--- config.mk ---
export PLATFORM = sky130hd
export DESIGN_NAME = uar_rx_ctrl
export DESIGN_NICKNAME = d
export VERILOG_FILES = /design/src/rtl/uar_pkg.sv /design/src/rtl/uar_synchro.sv /design/src/rtl/uar_rx_ctrl.sv
export SDC_FILE = /design/constraint.sdc
export NUM_CORES = 1
export LEC_CHECK = 0
export BUFFER_PORTS_ARGS = -buffer_cell sky130_fd_sc_hd__buf_2
export CAP_MARGIN = 20
export CORE_AREA = 2 2 69 65
export DETAILED_ROUTE_END_ITERATION = 8
export DIE_AREA = 0 0 71 67
export PLACE_DENSITY_LB_ADDON = 0.2
export SLEW_MARGIN = 5
export SYNTH_ARGS = -nofsm -noshare
export SYNTH_HDL_FRONTEND = slang
export SYNTH_SLANG_ARGS = --single-unit
--- constraint.sdc ---
create_clock -name Clk -period 3 [get_ports Clk]
set_clock_uncertainty 0.15 [all_clocks]
set_input_delay 0.15 -clock Clk [delete_from_list [all_inputs] [get_ports Clk]]
set_output_delay 0.15 -clock Clk [all_outputs]
set_load 0.01 [all_outputs]
--- src/rtl/uar_pkg.sv ---
// Shared definitions for the UART receive path.
//   rx_state_e      - receiver FSM state encoding
//   OVERSAMPLE_DEF  - default BaudTick pulses per bit
//   DATA_BITS_DEF   - default data bits per frame
// Optional feature macro: UAR_RX_PARITY_EN adds the parity state.
package uar_pkg;

   localparam int unsigned OVERSAMPLE_DEF = 16;
   localparam int unsigned DATA_BITS_DEF  = 8;

   typedef enum logic [2:0] {
      StIdle,
      StStart,
      StData,
`ifdef UAR_RX_PARITY_EN
      StParity,
`endif
      StStop
   } rx_state_e;

endpackage

--- src/rtl/uar_synchro.sv ---
// Two-flop synchronizer for a single asynchronous level, reset to 1 (idle line).
//   clk   - destination clock
//   rst_n - asynchronous active-low reset
//   din   - asynchronous input
//   dout  - synchronized output
module uar_synchro (
   input  logic clk,
   input  logic rst_n,
   input  logic din,
   output logic dout
);

   logic meta_q;

   always_ff @(posedge clk or negedge rst_n) begin
      if (!rst_n) begin
         meta_q <= 1'b1;
         dout   <= 1'b1;
      end else begin
         meta_q <= din;
         dout   <= meta_q;
      end
   end

endmodule

--- src/rtl/uar_rx_ctrl.sv ---
// UART receive controller: oversampled start detection, mid-bit sampling, LSB-first
// shift register, one-word holding register with overrun and framing error pulses.
// Ports:
//   Clk, Rst_n          - clock, asynchronous active-low reset
//   RxEn                - receiver enable; low aborts any frame in progress
//   BaudTick            - one-Clk pulse at OVERSAMPLE x baud; all FSM activity gated by it
//   RxAsync             - raw serial line (idle high)
//   RxRead              - consumer has taken RxData
//   RxData, RxValid     - received word and its unread flag
//   FrameErr            - one-Clk pulse, stop bit sampled low
//   ParityErr           - one-Clk pulse, even-parity mismatch (UAR_RX_PARITY_EN only)
//   OverrunErr          - one-Clk pulse, word completed while RxValid was high
// Optional feature macro: UAR_RX_PARITY_EN.
module uar_rx_ctrl
   import uar_pkg::*;
#(
   parameter int unsigned OVERSAMPLE = OVERSAMPLE_DEF,
   parameter int unsigned DATA_BITS  = DATA_BITS_DEF
) (
   input  logic                 Clk,
   input  logic                 Rst_n,
   input  logic                 RxEn,
   input  logic                 BaudTick,
   input  logic                 RxAsync,
   input  logic                 RxRead,
   output logic [DATA_BITS-1:0] RxData,
   output logic                 RxValid,
   output logic                 FrameErr,
`ifdef UAR_RX_PARITY_EN
   output logic                 ParityErr,
`endif
   output logic                 OverrunErr
);

   localparam int unsigned TickW = $clog2(OVERSAMPLE);
   localparam int unsigned BitW  = $clog2(DATA_BITS);
   localparam logic [TickW-1:0] TickMid  = TickW'(OVERSAMPLE / 2 - 1);
   localparam logic [TickW-1:0] TickLast = TickW'(OVERSAMPLE - 1);
   localparam logic [BitW-1:0]  BitLast  = BitW'(DATA_BITS - 1);

   logic                 sync_rx;
   logic                 prev_rx_q;
   rx_state_e            state_q, state_d;
   logic [TickW-1:0]     tick_q, tick_d;
   logic [BitW-1:0]      bit_q, bit_d;
   logic [DATA_BITS-1:0] shift_q, shift_d;
   logic                 word_done, frame_err_d;
`ifdef UAR_RX_PARITY_EN
   logic                 par_err_q, par_err_d;
   logic                 parity_err_d;
`endif

   uar_synchro u_synchro (
      .clk   (Clk),
      .rst_n (Rst_n),
      .din   (RxAsync),
      .dout  (sync_rx)
   );

   // State register
   always_ff @(posedge Clk or negedge Rst_n) begin
      if (!Rst_n) begin
         state_q   <= StIdle;
         tick_q    <= '0;
         bit_q     <= '0;
         shift_q   <= '0;
         prev_rx_q <= 1'b1;
`ifdef UAR_RX_PARITY_EN
         par_err_q <= 1'b0;
`endif
      end else begin
         state_q <= state_d;
         tick_q  <= tick_d;
         bit_q   <= bit_d;
         shift_q <= shift_d;
`ifdef UAR_RX_PARITY_EN
         par_err_q <= par_err_d;
`endif
         // Start detection needs the line level seen at the previous tick.
         if (BaudTick) prev_rx_q <= sync_rx;
      end
   end

   // Next state and counters
   always_comb begin
      state_d = state_q;
      tick_d  = tick_q;
      bit_d   = bit_q;
      shift_d = shift_q;
`ifdef UAR_RX_PARITY_EN
      par_err_d = par_err_q;
`endif
      if (!RxEn) begin
         state_d = StIdle;
         tick_d  = '0;
         bit_d   = '0;
      end else if (BaudTick) begin
         tick_d = (tick_q == TickLast) ? '0 : tick_q + 1'b1;
         case (state_q)
            StIdle: begin
               tick_d = '0;
               bit_d  = '0;
               if (!sync_rx && prev_rx_q) state_d = StStart;
            end
            StStart: begin
               if (tick_q == TickMid) begin
                  tick_d  = '0;
                  state_d = sync_rx ? StIdle : StData;
               end
            end
            StData: begin
               if (tick_q == TickLast) begin
                  shift_d = {sync_rx, shift_q[DATA_BITS-1:1]};
                  if (bit_q == BitLast) begin
                     bit_d = '0;
`ifdef UAR_RX_PARITY_EN
                     state_d = StParity;
`else
                     state_d = StStop;
`endif
                  end else begin
                     bit_d = bit_q + 1'b1;
                  end
               end
            end
`ifdef UAR_RX_PARITY_EN
            StParity: begin
               if (tick_q == TickLast) begin
                  // Even parity: data ones plus parity bit must be even.
                  par_err_d = ^{shift_q, sync_rx};
                  state_d   = StStop;
               end
            end
`endif
            StStop: begin
               if (tick_q == TickLast) state_d = StIdle;
            end
            default: state_d = StIdle;
         endcase
      end
   end

   // Stop-bit outcome; a low stop bit takes precedence over a parity mismatch.
   always_comb begin
      word_done   = 1'b0;
      frame_err_d = 1'b0;
`ifdef UAR_RX_PARITY_EN
      parity_err_d = 1'b0;
`endif
      if (RxEn && BaudTick && (state_q == StStop) && (tick_q == TickLast)) begin
         if (!sync_rx) begin
            frame_err_d = 1'b1;
`ifdef UAR_RX_PARITY_EN
         end else if (par_err_q) begin
            parity_err_d = 1'b1;
`endif
         end else begin
            word_done = 1'b1;
         end
      end
   end

   // Holding register and error pulses
   always_ff @(posedge Clk or negedge Rst_n) begin
      if (!Rst_n) begin
         RxData     <= '0;
         RxValid    <= 1'b0;
         FrameErr   <= 1'b0;
         OverrunErr <= 1'b0;
`ifdef UAR_RX_PARITY_EN
         ParityErr  <= 1'b0;
`endif
      end else begin
         FrameErr   <= frame_err_d;
         OverrunErr <= 1'b0;
`ifdef UAR_RX_PARITY_EN
         ParityErr  <= parity_err_d;
`endif
         // A read in the same cycle frees the register, so the new word is not an overrun.
         if (word_done && (!RxValid || RxRead)) begin
            RxData  <= shift_q;
            RxValid <= 1'b1;
         end else begin
            if (word_done) OverrunErr <= 1'b1;
            if (RxRead)    RxValid    <= 1'b0;
         end
      end
   end

endmodule

==> flow_summary.yaml, run 1 <==
worst_hold_path:
  min_path_type: "in -> reg"
  hold_depth: 3
yosys:
  syn_avg_cell_area_um2: 12.3
  seq_area_frac_synth_pct: 57.0
  synthCells: 111
  yosysTopAreaCellShare_pct: 51.2
  yosysWarnings: 0
  synth-edff-count: 0
  synth_flop_cell: "dfrtp_1"
  async_flop_share_pct: 100
  netlist_area_um2: 1370
  synth.area.top_cells: "dfrtp_1 51%, mux2_2 14%, dfstp_2 5.8%"
  synth_cell_types: 34
  synthDominantAreaCellType: "dfrtp_1"
  synth_nets: 120
  synth_seq_cells: 31
grt:
  gr-total-overflow: 0
  grt_pass1_wl_mm: 4.40
  track_usage_pct: 12.4
  grt_pass1_vias: 927
  antenna_found_initial: 0
  grt_start_max_net_pins: 32
power_and_ir_drop:
  ir_worst_vdd_mv: 0.183
  power_switching_mw: 0.174
  powerDensity_nw_per_um2: 499
  leakage_nw: 0.797
  switching_share_pct: 21.9
  design_power_total_mw: 0.796
  clockPowerShare_pct: 41.8
  seqPwrFrac_pct: 54.0
  p_comb_share_pct: 4.3
  p_int_mw: 0.622
route:
  drc: 0
  postRouteAntennaNets: 0
  wl_per_cell_um: 13.6
  num_vias: 898
  first_pass_iters: 4
  viasPerCell: 4.96
  wl_mm: 2.46
  drtIter0Drc: 23
place:
  port_buffers: 16
  dp_hpwl_mm: 1.70
  place_congestion: 0.717
  dp.cells: 171
cells_and_area:
  diodes: 0
  final_cell_mix: "28 x dfrtp_1, 17 x mux2_2, 16 x buf_2"
  fillers: 375
  layout.cells.non_filler: 181
  drive_gt1_share_pct: 36.8
  layout.nets: 141
  fin_util_pct: 40.0
  synthToLayoutAreaGrowth_pct: 16.7
  layout_commonest_cell: "dfrtp_1"
sta:
  setup_tns_ns: 0
  finalHoldViolations: 0
  rsz0062_at_grt: "false"
  fin_crit_ns: 2.08
  holdWs_ns: 0.0254
  worstMarginPinSlew_ns: 0.675
  drv_slew: 0
  relSlewSlack_pct: 54.4
  post-route-period-util_pct: 69.2
  setup_violations: 0
  fmax_mhz: 482
clock_tree:
  post_cts_buffers: 0
  h-tree-depth: 2
  cts_made_buffers: 5
  numClockSinks: 31
  root_buffer: "clkbuf_8"
  tritoncts: "built"
  clock_path_buffers: 2
  worstSkewPairLatency_ns: 0.28
  clkSlewWorstSetupHoldPaths_ns: 0.06
worst_setup_path:
  critPathMaxFanout: 8
  reg2reg_depth: 5
  crit_path_end_kind: "flip-flop"
  setup.worst_path.class: "reg -> reg"
  crit_arrival_ns: 2.09
  cp-start-kind: "flip-flop"
  required_ns: 3.01
die:
  dieWidth_um: 71
  dieArea_um2: 4760
  io_pins: 17
  fp.dieH_um: 67
  core_um2: 3990
  start_util_pct: 34.3
  num_rows: 22
status:
  outcome: "completed"
flow_run:
  max_cap_viol_count: 0
==> state kept, by name (all words and copies together), names as in the netlist <==
| signal | flops |
|---|---|
| u_synchro.meta_q | 1 |
| tick_q | 4 |
| u_synchro.dout | 1 |
| prev_rx_q | 1 |
| RxData | 8 |
| shift_q | 8 |
| FrameErr | 1 |
| OverrunErr | 1 |
| bit_q | 3 |
| RxValid | 1 |
| state_q | 2 |
==> layer usage <==
layer | up-vias | GRT usage (%) | share of wire (%)
li1 | 433 | - | -
met5 | - | 0 | 0
met4 | 0 | 7.78 | 2.4
met1 | 441 | 15.8 | 51
met3 | 5 | 3.63 | 3.5
met2 | 19 | 18.5 | 43
==> area by class of cell <==
| class | instances | area [um^2] | area share (%) |
|---|---|---|---|
| sequential | 31 | 779 | 48.9 |
| multi-input combinational | 73 | 553 | 34.7 |
| timing repair buffer | 18 | 100 | 6.27 |
| clock buffer | 7 | 86.3 | 5.41 |
| tap | 48 | 60.1 | 3.76 |
| inverter | 3 | 11.3 | 0.706 |
| clock inverter | 1 | 5.00 | 0.314 |
==> path summary, 6_finish.rpt <==
check	start	end	slack [ns]
setup / recovery	tick_q[0]	RxData[6]	0.92
hold / removal	RxRead	OverrunErr	0.03
setup reg to reg	tick_q[0]	RxData[6]	0.92
hold reg to reg	u_synchro.meta_q	u_synchro.dout	0.21
max in group asynchronous	Rst_n	shift_q[5]	1.95
min in group asynchronous	Rst_n	RxData[0]	0.30
==> logic make-up (layout without fill, tap and decap cells) <==
group | after synthesis | count (layout) | share of synthesized area (%)
muxes | 18 | 18 | 14.7
adders and majority gates | 3 | 3 | 2.75
and+or+nand+nor | 37 | 37 | 15.3
DFF | 31 | 31 | 57.0
AOI/OAI and AO/OA | 15 | 15 | 7.69
buffers and inverters | 7 | 29 | 2.56
==> repair_timing <==
item                                    CTS  global route
resized for setup                         0             0
hold buffers                              2             0
hold endpoints to repair                 29             0
endpoints found under the setup margin    0             0
==> Yosys cell counts (all sizes together) (3+ instances only) <==
library cell	number
dfrtp	28
mux2	17
nand2	12
nor3	6
nand3	4
a21oi	3
dfstp	3
ha	3
inv	3
nor2b	3
o21ai	3
==> metrics by stage <==
step,area [um^2],setup slack [ns]
2_1_floorplan,1370,1.08
3_3_place_gp,1480,0.950
3_5_place_dp,1480,0.920
4_1_cts,1600,0.910
5_1_grt,1600,0.786
6_report,1600,0.923
==> worst max-delay path, stage by stage (launching register included) <==
cell,delay [ns]
dfrtp_1,0.38
ha_1,0.25
nand3_2,0.13
or3_4,0.42
nor2b_4,0.26
mux2_2,0.37
==> power by group through the flow <==
| stage | Clock (mW) | Combinational [mW] | Sequential (mW) |
|---|---|---|---|
| 2_1_floorplan | 0 | 0.0173 | 0.436 |
| 3_3_place_gp | 0 | 0.0315 | 0.437 |
| 3_5_place_dp | 0 | 0.0330 | 0.437 |
| 4_1_cts | 0.344 | 0.0349 | 0.429 |
| 5_1_grt | 0.364 | 0.0394 | 0.430 |
| 6_report | 0.332 | 0.0341 | 0.429 |
(Power assumes the default switching activity.)
==> run 2: changes to the inputs <==
==> constraint.sdc (replaced) <==
create_clock -name Clk -period 1.8 [get_ports Clk]
set_clock_uncertainty 0.15 [all_clocks]
set_input_delay 0.09 -clock Clk [delete_from_list [all_inputs] [get_ports Clk]]
set_output_delay 0.09 -clock Clk [all_outputs]
set_load 0.01 [all_outputs]
==> flow_summary.yaml, run 2 (synthesis results as in run 1) <==
grt:
  gr-usage-met1_pct: 16.3
  antenna_found_initial: 0
  track_usage_pct: 13.0
  grt_pass1_vias: 1019
  grt_pass1_wl_mm: 4.64
  gr-total-overflow: 0
  use_met2_pct: 20.6
  top_usage_layer: "met2"
  met3_usage_pct: 3.78
  grt_start_max_net_pins: 32
die:
  dieWidth_um: 71
  start_util_pct: 34.3
  fp.dieH_um: 67
  io_pins: 17
  dieArea_um2: 4760
  core_um2: 3990
  num_rows: 22
cells_and_area:
  synthToLayoutAreaGrowth_pct: 37.8
  top_regs: "RxData (8), shift_q (8), tick_q (4)"
  design_area_um2: 1880
  fin_util_pct: 47.2
  layout.nets: 160
  final_cell_mix: "28 x dfrtp_1, 16 x mux2_4, 16 x buf_2"
  diodes: 0
  drive_gt1_share_pct: 46.7
  layout_commonest_cell: "dfrtp_1"
worst_setup_path:
  cp_cell_sequence: "ha_4 > nand3_4 > or3_4 > nor2b_4 > buf_12 > mux2_4"
  required_ns: 1.81
  r2r-start: "tick_q[1]"
  path_buf_inv: 1
  crit_path_end_kind: "flip-flop"
  ff2ff_setup_slack_ns: -0.07
  reg2reg_to: "RxData[7]"
  slowest_delay_ns: 0.39
  critPathMaxFanout: 8
  crit_arrival_ns: 1.89
  reg2reg_depth: 6
  cp-start-kind: "flip-flop"
  setup.worst_path.class: "reg -> reg"
  critPathSlowestCell: "dfrtp_1"
  path_delay_family: "simple AND/OR/NAND/NOR gates"
clock_tree:
  clkSlewWorstSetupHoldPaths_ns: 0.07
  numClockSinks: 31
  root_buffer: "clkbuf_8"
  cts_made_buffers: 5
  clock_path_buffers: 2
  worstSkewPairLatency_ns: 0.27
  tritoncts: "built"
  h-tree-depth: 2
route:
  viasPerCell: 4.85
  drc: 0
  postRouteAntennaNets: 0
  num_vias: 969
  first_pass_iters: 4
  wl_mm: 2.66
  wl_per_cell_um: 13.3
  drtIter0Drc: 26
power_and_ir_drop:
  leakage_nw: 0.932
  ir_worst_vdd_mv: 0.376
  powerDensity_nw_per_um2: 792
  design_power_total_mw: 1.49
worst_hold_path:
  min_path_type: "in -> reg"
  hold_end: "tick_q[0]"
  hold_start: "RxEn"
  hold_depth: 3
sta:
  setup_violations: 8
  rsz0062_at_grt: "true"
  finalWorstSetupSlack_ns: -0.0730
  fin_crit_ns: 1.87
  worstMarginPinSlew_ns: 0.692
  fmax_mhz: 534
  finalHoldViolations: 0
  drv_slew: 0
  post-route-period-util_pct: 104
  relSlewSlack_pct: 53.9
place:
  dp_hpwl_mm: 1.86
  place_congestion: 0.749
  port_buffers: 16
  post-place-ws_ns: -0.0946
  place_area_um2: 1610
status:
  violations: "setup timing"
  outcome: "finished with violations"
flow_run:
  max_cap_viol_count: 0
run 2: cell count changes in the layout (fill, tap and decap cells not counted), moves of 2 or more:
| cell | change |
|---|---|
| mux2_2 | -16 |
| buf_4 | +15 |
| mux2_4 | +16 |
| buf_6 | +2 |
run 2: worst max path at each step:
stage | cells after the start | start | end
2_1_floorplan | 5 | u_synchro.dout | RxData[0]
3_3_place_gp | 5 | tick_q[1] | RxData[6]
3_5_place_dp | 5 | tick_q[1] | RxData[7]
4_1_cts | 6 | tick_q[0] | RxData[5]
5_1_grt | 6 | tick_q[1] | RxData[7]
6_report | 6 | tick_q[1] | RxData[7]
run 2: layout make-up:
type	instances	area (um^2)
timing repair buffer	37	265
tap	48	60.1
fill	356	2110
clock buffer	6	82.6
clock inverter	2	35.0
inverter	3	11.3
multi-input combinational	73	651
sequential	31	779
run 2: routing by layer:
metal | wire length (um) | part of all wire [%]
met4 | 42 | 1.6
met3 | 101 | 3.8
met1 | 1310 | 49
met5 | 0 | 0
met2 | 1210 | 46
run 2: tightest hold or removal path: stages:
cell and delay, ns:
buf_2 0.12, buf_4 0.18, o21a_1 0.11
run 2: timing repair:
action / 4_1_cts / 5_1_grt
setup endpoints to repair: 8 / 19
resized for setup: 2 / 20
gates cloned: 0 / 0
endpoints found under the hold margin: 31 / 0
hold buffers: 3 / 0
buffers inserted: 3 / 1
pin swaps: 1 / 3
run 2: metrics by stage:
step | setup TNS [ns] | hold WS, ns | cells
2_1_floorplan | -0.216 | -0.356 | 111
3_3_place_gp | -0.453 | 0.0240 | 185
3_5_place_dp | -0.707 | 0.0384 | 185
4_1_cts | -0.363 | 0.0989 | 199
5_1_grt | -1.09 | 0.112 | 200
6_report | -0.539 | 0.118 | 200
run 2: power breakdown:
part	switching, mW	internal (mW)	leakage, nW	total, mW
Clock	0.252	0.447	0.0612	0.700
Sequential	0.00394	0.708	0.422	0.712
Combinational	0.0463	0.0346	0.449	0.0809
==> run 3: changes to the inputs <==
--- a/config.mk
+++ b/config.mk
@@ -7,9 +7,10 @@
 export LEC_CHECK = 0
 export BUFFER_PORTS_ARGS = -buffer_cell sky130_fd_sc_hd__buf_2
 export CAP_MARGIN = 20
-export CORE_AREA = 2 2 69 65
+export CORE_AREA = 2 2 59 55
+export CTS_BUF_LIST = sky130_fd_sc_hd__clkbuf_8
 export DETAILED_ROUTE_END_ITERATION = 8
-export DIE_AREA = 0 0 71 67
+export DIE_AREA = 0 0 61 57
 export PLACE_DENSITY_LB_ADDON = 0.2
 export SLEW_MARGIN = 5
 export SYNTH_ARGS = -nofsm -noshare
==> flow_summary.yaml, run 3 (synthesis results as in run 1) <==
sta:
  rsz0062_at_grt: "true"
  worstMarginPinSlew_ns: 0.675
  drv_slew: 0
  post-route-period-util_pct: 102
  finalHoldViolations: 0
  setup_violations: 8
  fin_crit_ns: 1.84
  relSlewSlack_pct: 55.0
  fmax_mhz: 543
  setup_tns_ns: -0.240
  finalWorstSetupSlack_ns: -0.0431
worst_setup_path:
  setup.worst_path.class: "reg -> reg"
  critPathMaxFanout: 8
  required_ns: 1.82
  crit_arrival_ns: 1.86
  cp-start-kind: "flip-flop"
  ff2ff_setup_slack_ns: -0.04
  crit_path_end_kind: "flip-flop"
die:
  start_util_pct: 46.8
  num_rows: 19
  core_um2: 2920
  io_pins: 17
  dieArea_um2: 3480
  dieWidth_um: 61
  fp.dieH_um: 57
clock_tree:
  tritoncts: "built"
  cts_made_buffers: 5
  h-tree-depth: 2
  worstSkewPairLatency_ns: 0.28
  numClockSinks: 31
  clkSlewWorstSetupHoldPaths_ns: 0.07
  root_buffer: "clkbuf_8"
  clock_path_buffers: 2
route:
  drtIter0Drc: 13
  first_pass_iters: 4
  wl_per_cell_um: 13.1
  num_vias: 963
  wl_mm: 2.51
  postRouteAntennaNets: 0
  drc: 0
  viasPerCell: 5.04
place:
  dp_hpwl_mm: 1.78
  post-place-ws_ns: -0.0954
  place_congestion: 0.778
  port_buffers: 16
  dp.cells: 178
power_and_ir_drop:
  ir_worst_vdd_mv: 0.496
  powerDensity_nw_per_um2: 822
  leakage_nw: 0.901
  design_power_total_mw: 1.47
flow_run:
  max_cap_viol_count: 0
cells_and_area:
  layout.cells.non_filler: 191
  synthToLayoutAreaGrowth_pct: 30.6
  fin_util_pct: 61.1
  drive_gt1_share_pct: 44.3
  top_regs: "RxData (8), shift_q (8), tick_q (4)"
  diodes: 0
  layout.nets: 157
  final_cell_mix: "28 x dfrtp_1, 16 x buf_2, 14 x mux2_2"
  layout_commonest_cell: "dfrtp_1"
status:
  outcome: "finished with violations"
  violations: "setup timing"
grt:
  track_usage_pct: 17.7
  antenna_found_initial: 0
  grt_start_max_net_pins: 32
  grt_pass1_wl_mm: 4.32
  gr-total-overflow: 0
  grt_pass1_vias: 935
worst_hold_path:
  min_path_type: "in -> reg"
## run 3: what timing repair did
| item | 4_1_cts | 5_1_grt |
|---|---|---|
| hold buffers | 3 | 0 |
| setup endpoints to repair | 8 | 19 |
| gates resized for setup | 3 | 3 |
| endpoints found under the hold margin | 31 | 0 |
| pin swaps | 1 | 1 |
| setup buffers | 2 | 0 |
## run 3: final timing paths
check | startpoint | end | cells after the start
max | tick_q[0] | RxData[0] | 6
min reg2reg | u_synchro.meta_q | u_synchro.dout | 0
max in group asynchronous | Rst_n | RxValid | 2
min | RxEn | tick_q[0] | 3
min in group asynchronous | Rst_n | bit_q[2] | 2
max reg2reg | tick_q[0] | RxData[0] | 6
## run 3: cell type report
cell class / count / area (um^2)
timing repair buffer: 34 / 239
clock inverter: 3 / 43.8
fill: 249 / 1140
sequential: 31 / 779
inverter: 3 / 11.3
tap: 42 / 52.6
clock buffer: 5 / 68.8
multi-input combinational: 73 / 591
## run 3: stage by stage
step | instance area (um^2) | hold WS (ns)
2_1_floorplan | 1390 | -0.356
3_3_place_gp | 1590 | 0.0145
3_5_place_dp | 1590 | 0.0209
4_1_cts | 1780 | 0.0880
5_1_grt | 1790 | 0.104
6_report | 1790 | 0.0964
## run 3: power by group
part	total (mW)	internal, mW	switching (mW)
clock	0.681	0.412	0.270
combinational	0.0752	0.0322	0.0430
sequential	0.712	0.708	0.00411
total	1.47	1.15	0.317
## run 3: per-layer routing
| layer | vias to the layer above | share of wire [%] | global-route usage (%) |
|---|---|---|---|
| li1 | 471 | - | - |
| met1 | 469 | 44 | 23.2 |
| met2 | 21 | 49 | 25.8 |
| met3 | 2 | 5.0 | 6.80 |
| met4 | 0 | 1.2 | 8.39 |
| met5 | - | 0 | 0 |
## run 3: worst max-delay path: stages, from the launching register on
cell and delay, ns:
dfrtp_1 0.40, ha_4 0.17, nand3_4 0.07, or3_4 0.35
nor2b_4 0.14, buf_12 0.13, mux2_2 0.32
